===== src/rtl/vgachargen_fill_arb.sv =====
// Shares the vgachargen char_map/col_map ports between a host port and a
// fill engine that paints every word of both maps with one char/colour code.
module vgachargen_fill_arb #(
  parameter int ADDR_W = 10,
  parameter int DEPTH  = 600
) (
  input  logic              clk_i,
  input  logic              arstn_i,
  input  logic              fill_start_i,
  input  logic [7:0]        fill_char_i,
  input  logic [7:0]        fill_col_i,
  output logic              fill_busy_o,
  output logic              fill_done_o,
  input  logic              host_req_i,
  input  logic              host_sel_i,
  input  logic              host_we_i,
  input  logic [3:0]        host_be_i,
  input  logic [ADDR_W-1:0] host_addr_i,
  input  logic [31:0]       host_wdata_i,
  output logic              host_gnt_o,
  output logic              host_rvalid_o,
  output logic [31:0]       host_rdata_o,
  output logic [ADDR_W-1:0] char_map_addr_o,
  output logic              char_map_we_o,
  output logic [3:0]        char_map_be_o,
  output logic [31:0]       char_map_wdata_o,
  input  logic [31:0]       char_map_rdata_i,
  output logic [ADDR_W-1:0] col_map_addr_o,
  output logic              col_map_we_o,
  output logic [3:0]        col_map_be_o,
  output logic [31:0]       col_map_wdata_o,
  input  logic [31:0]       col_map_rdata_i,
  output logic              dbg_state_o
);

  typedef enum logic {
    IDLE = 1'b0,
    FILL = 1'b1
  } state_t;

  localparam logic [ADDR_W-1:0] LAST_ADDR = ADDR_W'(DEPTH - 1);

  state_t            state, state_next;
  logic [ADDR_W-1:0] cnt;
  logic              done_q;
  logic              rvalid_q;
  logic              rsel_q;
  logic              last_write;

  assign last_write = (state == FILL) && (cnt == LAST_ADDR);

  always_ff @(posedge clk_i or negedge arstn_i) begin
    if (!arstn_i) begin
      state    <= IDLE;
      cnt      <= '0;
      done_q   <= 1'b0;
      rvalid_q <= 1'b0;
      rsel_q   <= 1'b0;
    end else begin
      state  <= state_next;
      done_q <= last_write;
      // Counter idles at 0 so a new fill always starts at word 0.
      if (state == FILL && !last_write) cnt <= cnt + ADDR_W'(1);
      else                              cnt <= '0;
      rvalid_q <= host_gnt_o & ~host_we_i;
      if (host_gnt_o) rsel_q <= host_sel_i;
    end
  end

  // Host handshake: a request is accepted in any cycle where host_gnt_o=1;
  // until then the host holds req/sel/we/be/addr/wdata stable. A granted read
  // returns data with host_rvalid_o one cycle later; writes have no response.
  always_comb begin
    state_next       = state;
    host_gnt_o       = 1'b0;
    char_map_addr_o  = host_addr_i;
    char_map_be_o    = host_be_i;
    char_map_wdata_o = host_wdata_i;
    char_map_we_o    = 1'b0;
    col_map_addr_o   = host_addr_i;
    col_map_be_o     = host_be_i;
    col_map_wdata_o  = host_wdata_i;
    col_map_we_o     = 1'b0;
    case (state)
      IDLE: begin
        host_gnt_o    = host_req_i;
        char_map_we_o = host_req_i & host_we_i & ~host_sel_i;
        col_map_we_o  = host_req_i & host_we_i & host_sel_i;
        if (fill_start_i) state_next = FILL;
      end
      FILL: begin
        char_map_addr_o  = cnt;
        char_map_be_o    = 4'hF;
        char_map_wdata_o = {4{fill_char_i}};
        char_map_we_o    = 1'b1;
        col_map_addr_o   = cnt;
        col_map_be_o     = 4'hF;
        col_map_wdata_o  = {4{fill_col_i}};
        col_map_we_o     = 1'b1;
        if (cnt == LAST_ADDR) state_next = IDLE;
      end
      default: state_next = IDLE;
    endcase
  end

  assign fill_busy_o   = (state == FILL);
  assign fill_done_o   = done_q;
  assign host_rvalid_o = rvalid_q;
  assign host_rdata_o  = rvalid_q ? (rsel_q ? col_map_rdata_i : char_map_rdata_i) : 32'h0;
  assign dbg_state_o   = logic'(state);

endmodule

===== config.mk =====
export PLATFORM = sky130hd
export DESIGN_NAME = vgachargen_fill_arb
export DESIGN_NICKNAME = d
export VERILOG_FILES = /design/src/rtl/vgachargen_fill_arb.sv
export SDC_FILE = /design/constraint.sdc
export NUM_CORES = 1
export LEC_CHECK = 0
export CORE_AREA = 2 2 101 103
export DETAILED_ROUTE_END_ITERATION = 6
export DIE_AREA = 0 0 103 105
export PLACE_DENSITY = 0.75
export SYNTH_ARGS = -nofsm -noshare
export SYNTH_HDL_FRONTEND = slang
export SYNTH_SLANG_ARGS = --single-unit

===== constraint.sdc =====
create_clock -name clk_i -period 4.6 [get_ports clk_i]
set_input_delay 0.92 -clock clk_i [delete_from_list [all_inputs] [get_ports clk_i]]
set_output_delay 0.92 -clock clk_i [all_outputs]
set_load 0.01 [all_outputs]

==> results.ini, run 1 <==
[cts]
clock-sinks = 14
clk_latency_ps = 250
clk_pin_slew_ps = 50
post-cts-setup-buffer-count = 0
htreeDepth = 1
cts_resized = 0
ctsHoldBuffers = 0
cts_buffer_depth = 2
cts_tree = built
cts_made_buffers = 3
ctsRootBufferMaster = clkbuf_8

[detailed_routing]
drtPass1Iterations = 4
post_drt_wl_per_cell_um = 15.1
finalWirelength_um = 9840
drt_iter0_drc = 87
vias = 2838
vias_per_cell = 4.35
drc_errors = 0
final_antenna_net_count = 0

[finish]
design_area_mm2 = 0.00460
syn2layout_area_growth_pct = 140
nNetsFinal = 652
drive_gt1_frac = 0.0560

[floorplanning]
io-pin-count = 263
die_w_um = 103
initial_core_util = 0.198
row_count = 36
dieArea_mm2 = 0.0108
die_height_um = 105
coreArea_mm2 = 0.00964

[placement]
place_ws_ps = 1360
numPortBuffers = 262
place_hpwl_um = 8210
gp_congestion = 0.836
postPlaceCellArea_mm2 = 0.00454

[global_route]
antenna_found_initial = 1
grt_overflow = 0
use_met3 = 0.0555
grt_usage = 0.167
grt_max_degree = 38
use_met2 = 0.298
gr-usage-met1 = 0.184
grt_first_pass_wirelength_um = 14500
grt_busiest_layer = met2
first_global_vias = 2914

[sta]
fin_setup_tns_ps = 0
slew_violations = 0
fmax_mhz = 311
grt_setup_unrepaired = no
timing.final.crit_share = 0.700
setup_viol = 0
fin_crit_ps = 3220
relSlewSlack = 0.398
clock_skew_ps = 8.10
tightest_slew_ps = 903
fin_ws_ps = 1380
hold_viol = 0

[synth]
synth_cell_types = 31
synth-seq-cells = 14
async_reset_ff_frac = 1.00
synth_area_leaders = nand2_1, dfrtp_1, mux2i_1
synth_common_cells = nand2_1, nor2b_1, mux2i_1, buf_4, dfrtp_1
synth_edf_count = 0
yosysTopAreaCellShare = 0.226
yosysSeqAreaShare = 0.183
synth_cells = 280
ys.warnings.count = 0
syn_nets = 413
synth_most_common_cell = nand2_1
netlist_area_mm2 = 0.00191
synth_flop_cell = dfrtp_1
syn_avg_cell_area_um2 = 6.83
synth_top_area_cell = nand2_1

[run_status]
outcome = finished clean

[min_path]
hold_start = cnt[0]
holdPathStages = 1
holdPathEnd = cnt[0]
min_path_type = register to register

[power_and_ir_drop]
p_per_area_mw_per_mm2 = 185
power_leakage_nw = 1.92
total_power_mw = 0.853
irDropWorstVdd_mv = 0.123

[critical_path]
r2r_end = dbg_state_o
rr_startpoint = dbg_state_o
critPathCaptureType = primary output
critPathRequiredTime_ps = 3680
startpoint_type = primary input
crit_type = primary input to primary output
r2r_setup_slack_ps = 3070
crit_path_max_fanout = 3
reg2reg_depth = 3
critPathLaunch = host_we_i
crit_arrival_ps = 2300

[flow_run]
maxCapViolations = 0

## where the power goes
group	switching, mW	internal [mW]	total, mW
Clock	0.0446	0.0759	0.121
Combinational	0.182	0.328	0.510
Sequential	0.0687	0.154	0.222
Total	0.295	0.557	0.853
## cell type report
class | count | area [um^2]
Clock buffer | 4 | 55.1
Tap cell | 133 | 166
Inverter | 3 | 11.3
Sequential cell | 14 | 352
Multi-Input combinational cell | 234 | 1380
Fill cell | 956 | 5040
Antenna cell | 1 | 2.50
Timing Repair Buffer | 263 | 2630
## cells in the final DEF, fill, tap and decap left out
| cell type | netlist | routed |
|---|---|---|
| nor2b_1 | 34 | 34 |
| mux2_2 | 11 | 11 |
| nor4_2 | 1 | 1 |
| nand4_2 | 1 | 1 |
| clkbuf_8 | 0 | 4 |
| xor2_1 | 2 | 2 |
| a21oi_1 | 4 | 4 |
| ha_1 | 1 | 1 |
| o21ai_0 | 4 | 4 |
| a21oi_2 | 1 | 1 |
| diode_2 | 0 | 1 |
| nand4_1 | 1 | 1 |
| inv_2 | 1 | 1 |
| nand4bb_1 | 1 | 1 |
| nand3_1 | 4 | 4 |
| mux2i_1 | 32 | 32 |
| or3_1 | 3 | 3 |
| nand2_1 | 115 | 115 |
| inv_1 | 2 | 2 |
| nand2_2 | 1 | 1 |
| o31ai_4 | 1 | 1 |
| buf_4 | 15 | 1 |
| nor2_1 | 7 | 7 |
| dfrtp_2 | 0 | 1 |
| o31ai_1 | 2 | 2 |
| or3b_4 | 1 | 1 |
| xnor2_1 | 1 | 1 |
| clkdlybuf4s50_1 | 0 | 262 |
| or2_2 | 4 | 4 |
| dfrtp_1 | 14 | 13 |
| or4_4 | 1 | 1 |
| or4_1 | 1 | 1 |
## per-stage QoR
stage | std cells | hold slack [ps] | util
after global routing | 652 | 536 | 0.477
after detailed placement | 647 | 501 | 0.471
final | 652 | 503 | 0.477
after CTS | 651 | 509 | 0.477
after global placement | 647 | 498 | 0.471
after floorplan | 280 | 467 | -
## cells by family (layout without fill, tap and decap cells)
group | after synthesis | count (layout) | share of synthesized area
other | 0 | 1 | 0
AOI/OAI and AO/OA | 12 | 12 | 0.0445
DFF | 14 | 14 | 0.183
xor gates and xnor gates | 3 | 3 | 0.0137
muxes | 43 | 43 | 0.232
adders and majority gates | 1 | 1 | 0.00654
and+or+nand+nor | 175 | 175 | 0.425
buffers and inverters | 32 | 270 | 0.0948
## flip-flops by register name, indices dropped and copies added (netlist names)
register and count:
cnt 10, dbg_state_o 1, fill_done_o 1, host_rvalid_o 1, rsel_q 1
## worst max-delay path: stages
cell	delay [ps]
clkdlybuf4s50_1	510
nand2_1	60
o21ai_0	210
clkdlybuf4s50_1	600
## worst max path at each step
stage	to	cells past startpoint
floorplan	col_map_addr_o[3]	4
global placement	char_map_we_o	4
detailed placement	char_map_we_o	4
CTS	char_map_we_o	4
global route	char_map_we_o	4
finish	char_map_we_o	4
## routing by layer
layer / share of wire / vias up
li1: - / 1377
met1: 0.37 / 1264
met2: 0.48 / 183
met3: 0.12 / 14
met4: 0.027 / 0
met5: 0 / -
Note: power is estimated with default switching activity, not from simulation.
==> run 2: changes to the inputs <==
CORE_AREA = 2 2 102 104   (was 2 2 101 103)
DIE_AREA = 0 0 104 106   (was 0 0 103 105)
PLACE_DENSITY = 0.74   (was 0.75)
clock period = 3.3 ns   (was 4.6 ns; I/O delays follow)
==> run 2 against run 1 <==
  * Critical path depth did not move
  * Sequential power rose by 34%
  * Count of clock-buffer cells in the layout did not move
  * Final area rose by 0.35%
  * Register-to-register slack got worse by 1500 ps
  * Non-clock buffer count rose by 2
  * Via count fell by 0.35%
  * Critical endpoint unchanged
==> results.ini, run 2 (synthesized netlist as in run 1, its figures left out) <==
[cts]
ctsHoldBuffers = 0  ; unchanged
ctsRootBufferMaster = clkbuf_8
clk_pin_slew_ps = 60  ; about the same
cts_made_buffers = 3  ; unchanged
post-cts-setup-buffer-count = 0  ; unchanged
cts_buffer_depth = 2  ; unchanged
cts_tree = built
cts_resized = 0  ; unchanged
clk_latency_ps = 240  ; about the same
htreeDepth = 1  ; unchanged
clock-sinks = 14  ; unchanged

[sta]
clock_skew_ps = 1.67  ; -6.43 ps
fin_setup_tns_ps = 0  ; unchanged
grt_setup_unrepaired = no
fmax_mhz = 342
fin_crit_ps = 2930
tightest_slew_ps = 788  ; -115 ps
slew_violations = 0  ; unchanged
timing.final.crit_share = 0.887
relSlewSlack = 0.475  ; +0.0768
setup_viol = 0  ; unchanged
hold_viol = 0  ; unchanged
fin_ws_ps = 374  ; -1010 ps

[power_and_ir_drop]
power_leakage_nw = 1.93  ; +0.55%
pwr-share-seq = 0.252  ; -0.009
p_int_mw = 0.777  ; +39%
swShare = 0.340  ; -0.00687
p_clk_frac = 0.140  ; about the same
combPwrFrac = 0.608  ; +0.010
irDropWorstVdd_mv = 0.149  ; +21%
p_switching_mw = 0.399  ; +35%
p_per_area_mw_per_mm2 = 255  ; +38%

[placement]
place_ws_ps = 316  ; -1040 ps
place_hpwl_um = 8450  ; +2.9%
numPortBuffers = 262  ; unchanged
gp_congestion = 0.790  ; -5.5%

[critical_path]
crit_arrival_ps = 2270  ; -30 ps
path_cells = clkdlybuf4s50_1, nand2_1, o21ai_0, clkdlybuf4s50_1
reg2reg_depth = 4  ; +1
crit_type = primary input to primary output
crit_slowest_cell = clkdlybuf4s50_1
cp_common_cell = clkdlybuf4s50_1
critPathRequiredTime_ps = 2640  ; -1040 ps
critPathCaptureType = primary output
rr_startpoint = dbg_state_o
worst-path-buf-inv = 2  ; unchanged
critPathTopFamily = buffers and inverters
path_depth = 4  ; unchanged
slowest_delay_ps = 660  ; +60 ps
startpoint_type = primary input
critPathLaunch = host_we_i
crit_path_max_fanout = 3  ; unchanged

[floorplanning]
die_height_um = 106  ; +0.95%
die_w_um = 104  ; +0.97%
coreArea_mm2 = 0.0100  ; +3.7%
io-pin-count = 263  ; unchanged
initial_core_util = 0.191  ; -0.00715
dieArea_mm2 = 0.0110  ; +1.9%
row_count = 37  ; +2.8%

[finish]
largest_reg_flops = 10  ; unchanged
final_common_cell = clkdlybuf4s50_1
nNetsFinal = 654  ; +0.31%
fill_cells = 974  ; +1.9%
drive_gt1_frac = 0.0596  ; +0.00363
final_cell_mix = clkdlybuf4s50_1, nand2_1, nor2b_1
regMostFlops = cnt
syn2layout_area_growth_pct = 141
n_antenna_cell = 0  ; -1

[global_route]
use_met2 = 0.310  ; +0.0119
grt_max_degree = 35  ; -7.9%
grt_usage = 0.165  ; -0.00256
gr-usage-met1 = 0.182  ; -0.00202
grt_overflow = 0  ; unchanged
grt_first_pass_wirelength_um = 14700  ; +1.5%
first_global_vias = 2854  ; -2.1%
antenna_found_initial = 0  ; -1
use_met3 = 0.0601  ; +0.00457
grt_busiest_layer = met2

[run_status]
outcome = finished clean

[min_path]
holdPathStages = 1  ; unchanged
hold_start = cnt[0]
min_path_type = register to register

[detailed_routing]
drc_errors = 0  ; unchanged
final_antenna_net_count = 0  ; unchanged
drtPass1Iterations = 4  ; unchanged
vias = 2828  ; -0.35%
finalWirelength_um = 9970  ; +1.3%
post_drt_wl_per_cell_um = 15.2  ; +0.72%
drt_iter0_drc = 55  ; -37%
vias_per_cell = 4.31  ; -0.96%

[flow_run]
maxCapViolations = 0  ; unchanged

-- run 2: cell types whose count changed in the layout (fill, tap and decap cells not counted), sizes merged --
cell | before | now
diode | 1 | 0
buf | 1 | 3
-- run 2: through the flow --
step	std cells	total power [mW]	util	hold WS [ps]	area, um^2
after global placement	652	1.00	0.456	500	4560
after CTS	656	1.19	0.461	506	4610
after global routing	656	1.25	0.461	539	4610
after floorplan	280	0.621	-	364	1910
final	656	1.18	0.461	506	4610
after detailed placement	652	1.02	0.456	500	4560
-- run 2: layout make-up --
type | count | area [um^2] | area share
inverter | 3 | 11.3 | 0.00244
sequential | 14 | 352 | 0.0762
tap | 136 | 170 | 0.0369
timing repair buffer | 265 | 2650 | 0.573
clock buffer | 4 | 55.1 | 0.0119
multi-input combinational | 234 | 1380 | 0.299
-- run 2: path summary, 6_finish.rpt --
kind,to,slack [ps]
max in group asynchronous,rsel_q,2060
worst min register to register,cnt[0],510
min in group asynchronous,cnt[4],800
worst min-delay path,cnt[0],510
worst max register to register,dbg_state_o,1530
worst max-delay path,char_map_we_o,370
-- run 2: worst reg2reg max path: stages (launching register included) --
cell and delay (ps):
dfrtp_1 630, inv_2 360, buf_4 260, nor4_2 320, nor2_1 80
-- run 2: power groups by stage --
stage / Clock [mW] / Sequential [mW] / Combinational, mW
after floorplan: 0 / 0.265 / 0.356
final: 0.165 / 0.297 / 0.715
after CTS: 0.169 / 0.295 / 0.722
after detailed placement: 0 / 0.299 / 0.718
after global placement: 0 / 0.297 / 0.707
after global routing: 0.176 / 0.304 / 0.773
-- run 2: layer usage --
metal	up-vias	part of all wire
met1	1276	0.39
met4	0	0.0047
met3	5	0.11
met2	173	0.50
li1	1374	-
met5	-	0
==> run 3: changes to the inputs <==
GPL_TIMING_DRIVEN = 0   (was not set)
==> run 3 against run 2 <==
  * Critical path depth is 1 higher
  * Sequential power decreased by 5%
  * Highest routed layer unchanged
  * Via count grew 3.0%
  * Setup slack got worse by 130 ps
  * Clock power about the same
  * Clock skew rose by 4.0 ps
  * Final cell count rose by 4.0%
  * Final area up 3.2%
  * Flip-flop and latch count did not move
==> results.ini, run 3 (synthesized netlist as in run 1, its figures left out) <==
[detailed_routing]
final_antenna_net_count = 0  ; unchanged
drc_errors = 0  ; unchanged
finalWirelength_um = 10600  ; +6.6%
drt_iter0_drc = 86  ; +56%
post_drt_wl_per_cell_um = 15.6  ; +2.6%
vias_per_cell = 4.27  ; -0.89%
drtPass1Iterations = 4  ; unchanged
vias = 2914  ; +3.0%

[floorplanning]
coreArea_mm2 = 0.0100  ; unchanged
initial_core_util = 0.191  ; unchanged
row_count = 37  ; unchanged
io-pin-count = 263  ; unchanged
dieArea_mm2 = 0.0110  ; unchanged
die_height_um = 106  ; unchanged
die_w_um = 104  ; unchanged

[critical_path]
critPathRequiredTime_ps = 2640  ; about the same
crit_type = register to primary output
critPathCaptureType = primary output
rr_startpoint = dbg_state_o
critPathLaunch = dbg_state_o
crit_path_max_fanout = 10  ; +7
crit_arrival_ps = 2390  ; +120 ps
startpoint_type = register

[global_route]
grt_usage = 0.181  ; +0.0161
use_met2 = 0.347  ; +0.0367
grt_max_degree = 15  ; -57%
first_global_vias = 3072  ; +7.6%
grt_first_pass_wirelength_um = 16200  ; +9.8%
use_met3 = 0.0552  ; -0.00490
grt_overflow = 0  ; unchanged
grt_busiest_layer = met2
antenna_found_initial = 0  ; unchanged
gr-usage-met1 = 0.196  ; +0.0138

[power_and_ir_drop]
irDropWorstVdd_mv = 0.127  ; -15%
pwr-share-seq = 0.228  ; -0.024
p_per_area_mw_per_mm2 = 260  ; +2.0%
p_int_mw = 0.824  ; +6.0%
swShare = 0.335  ; -0.00476
p_switching_mw = 0.415  ; +3.8%
combPwrFrac = 0.637  ; +0.029
power_leakage_nw = 2.02  ; +4.7%
total_power_mw = 1.24  ; +5.3%
p_clk_frac = 0.136  ; -0.004

[finish]
final_common_cell = clkdlybuf4s50_1
regMostFlops = cnt
syn2layout_area_growth_pct = 149
n_antenna_cell = 0  ; unchanged
drive_gt1_frac = 0.0879  ; +0.0283
final_cell_mix = clkdlybuf4s50_1, nand2_1, nor2b_1
largest_reg_flops = 10  ; unchanged
nNetsFinal = 680  ; +4.0%

[flow_run]
maxCapViolations = 0  ; unchanged

[cts]
clock-sinks = 14  ; unchanged
clk_pin_slew_ps = 60  ; about the same
clk_latency_ps = 240  ; about the same
ctsHoldBuffers = 0  ; unchanged
ctsRootBufferMaster = clkbuf_8
cts_made_buffers = 3  ; unchanged
cts_tree = built
cts_buffer_depth = 2  ; unchanged
htreeDepth = 1  ; unchanged

[run_status]
outcome = finished clean

[sta]
tightest_slew_ps = 615  ; -172 ps
setup_viol = 0  ; unchanged
timing.final.crit_share = 0.925  ; +0.0382
fin_crit_ps = 3050  ; +126 ps
fin_ws_ps = 248  ; -126 ps
fmax_mhz = 328  ; -4.1%
hold_viol = 0  ; unchanged
fin_setup_tns_ps = 0  ; unchanged
grt_setup_unrepaired = no
relSlewSlack = 0.589  ; +0.114
slew_violations = 0  ; unchanged
clock_skew_ps = 5.70  ; +4.04 ps

[min_path]
hold_start = cnt[0]
min_path_type = register to register

[placement]
gp_congestion = 0.843  ; +6.7%
place_hpwl_um = 9090  ; +7.6%
numPortBuffers = 262  ; unchanged
place_ws_ps = 287  ; -29.8 ps

[run 3: cell count changes in the layout (fill, tap and decap cells not counted)]
cell      before  now
buf_4          3   15
dfrtp_1       13   14
buf_1          0    2
dfrtp_2        1    0
clkbuf_2       0    2
buf_2          0    4
clkbuf_1       0    6
[run 3: critical path, stage by stage, from the launching register on]
cell and delay (ps):
dfrtp_1 400, clkbuf_1 370, clkbuf_1 480, nand2_1 220
nand2_1 120, clkdlybuf4s50_1 560
[run 3: path summary, 6_finish.rpt]
check,end,depth (start not counted),slack (ps)
worst max-delay path,char_map_wdata_o[19],5,250
worst min-delay path,cnt[0],1,520
worst max register to register,dbg_state_o,4,1750
worst min register to register,cnt[0],1,520
max in group asynchronous,cnt[2],1,2100
min in group asynchronous,cnt[3],1,800
[run 3: power groups by stage]
stage	Combinational, mW	Sequential, mW	Clock (mW)
after floorplan	0.356	0.265	0
after global placement	0.779	0.282	0
after detailed placement	0.790	0.284	0
after CTS	0.795	0.281	0.171
after global routing	0.850	0.289	0.177
final	0.789	0.282	0.168
[run 3: final cells by class]
type	instances	area, um^2
timing repair buffer	262	2620
multi-input combinational	234	1380
sequential	14	350
inverter	3	11.3
tap	136	170
clock buffer	4	55.1
fill	1006	5240
buffer	29	173
[run 3: metrics by stage]
step / instances / instance area (um^2) / hold slack [ps] / utilization
after global routing: 682 / 4760 / 557 / 0.476
final: 682 / 4760 / 518 / 0.476
after CTS: 682 / 4760 / 522 / 0.476
after detailed placement: 678 / 4710 / 514 / 0.471
after global placement: 678 / 4710 / 510 / 0.471
after floorplan: 280 / 1910 / 364 / -
[run 3: metal layers]
metal  up-vias  part of all wire
met5         -                 0
met4         0             0.014
met3         6             0.096
met2       169              0.51
met1      1314              0.38
li1       1425                 -
[run 3: repair_timing]
action,4_1_cts,5_1_grt
buffers inserted,0,0
gates resized for setup,0,4
setup endpoints to repair,0,16
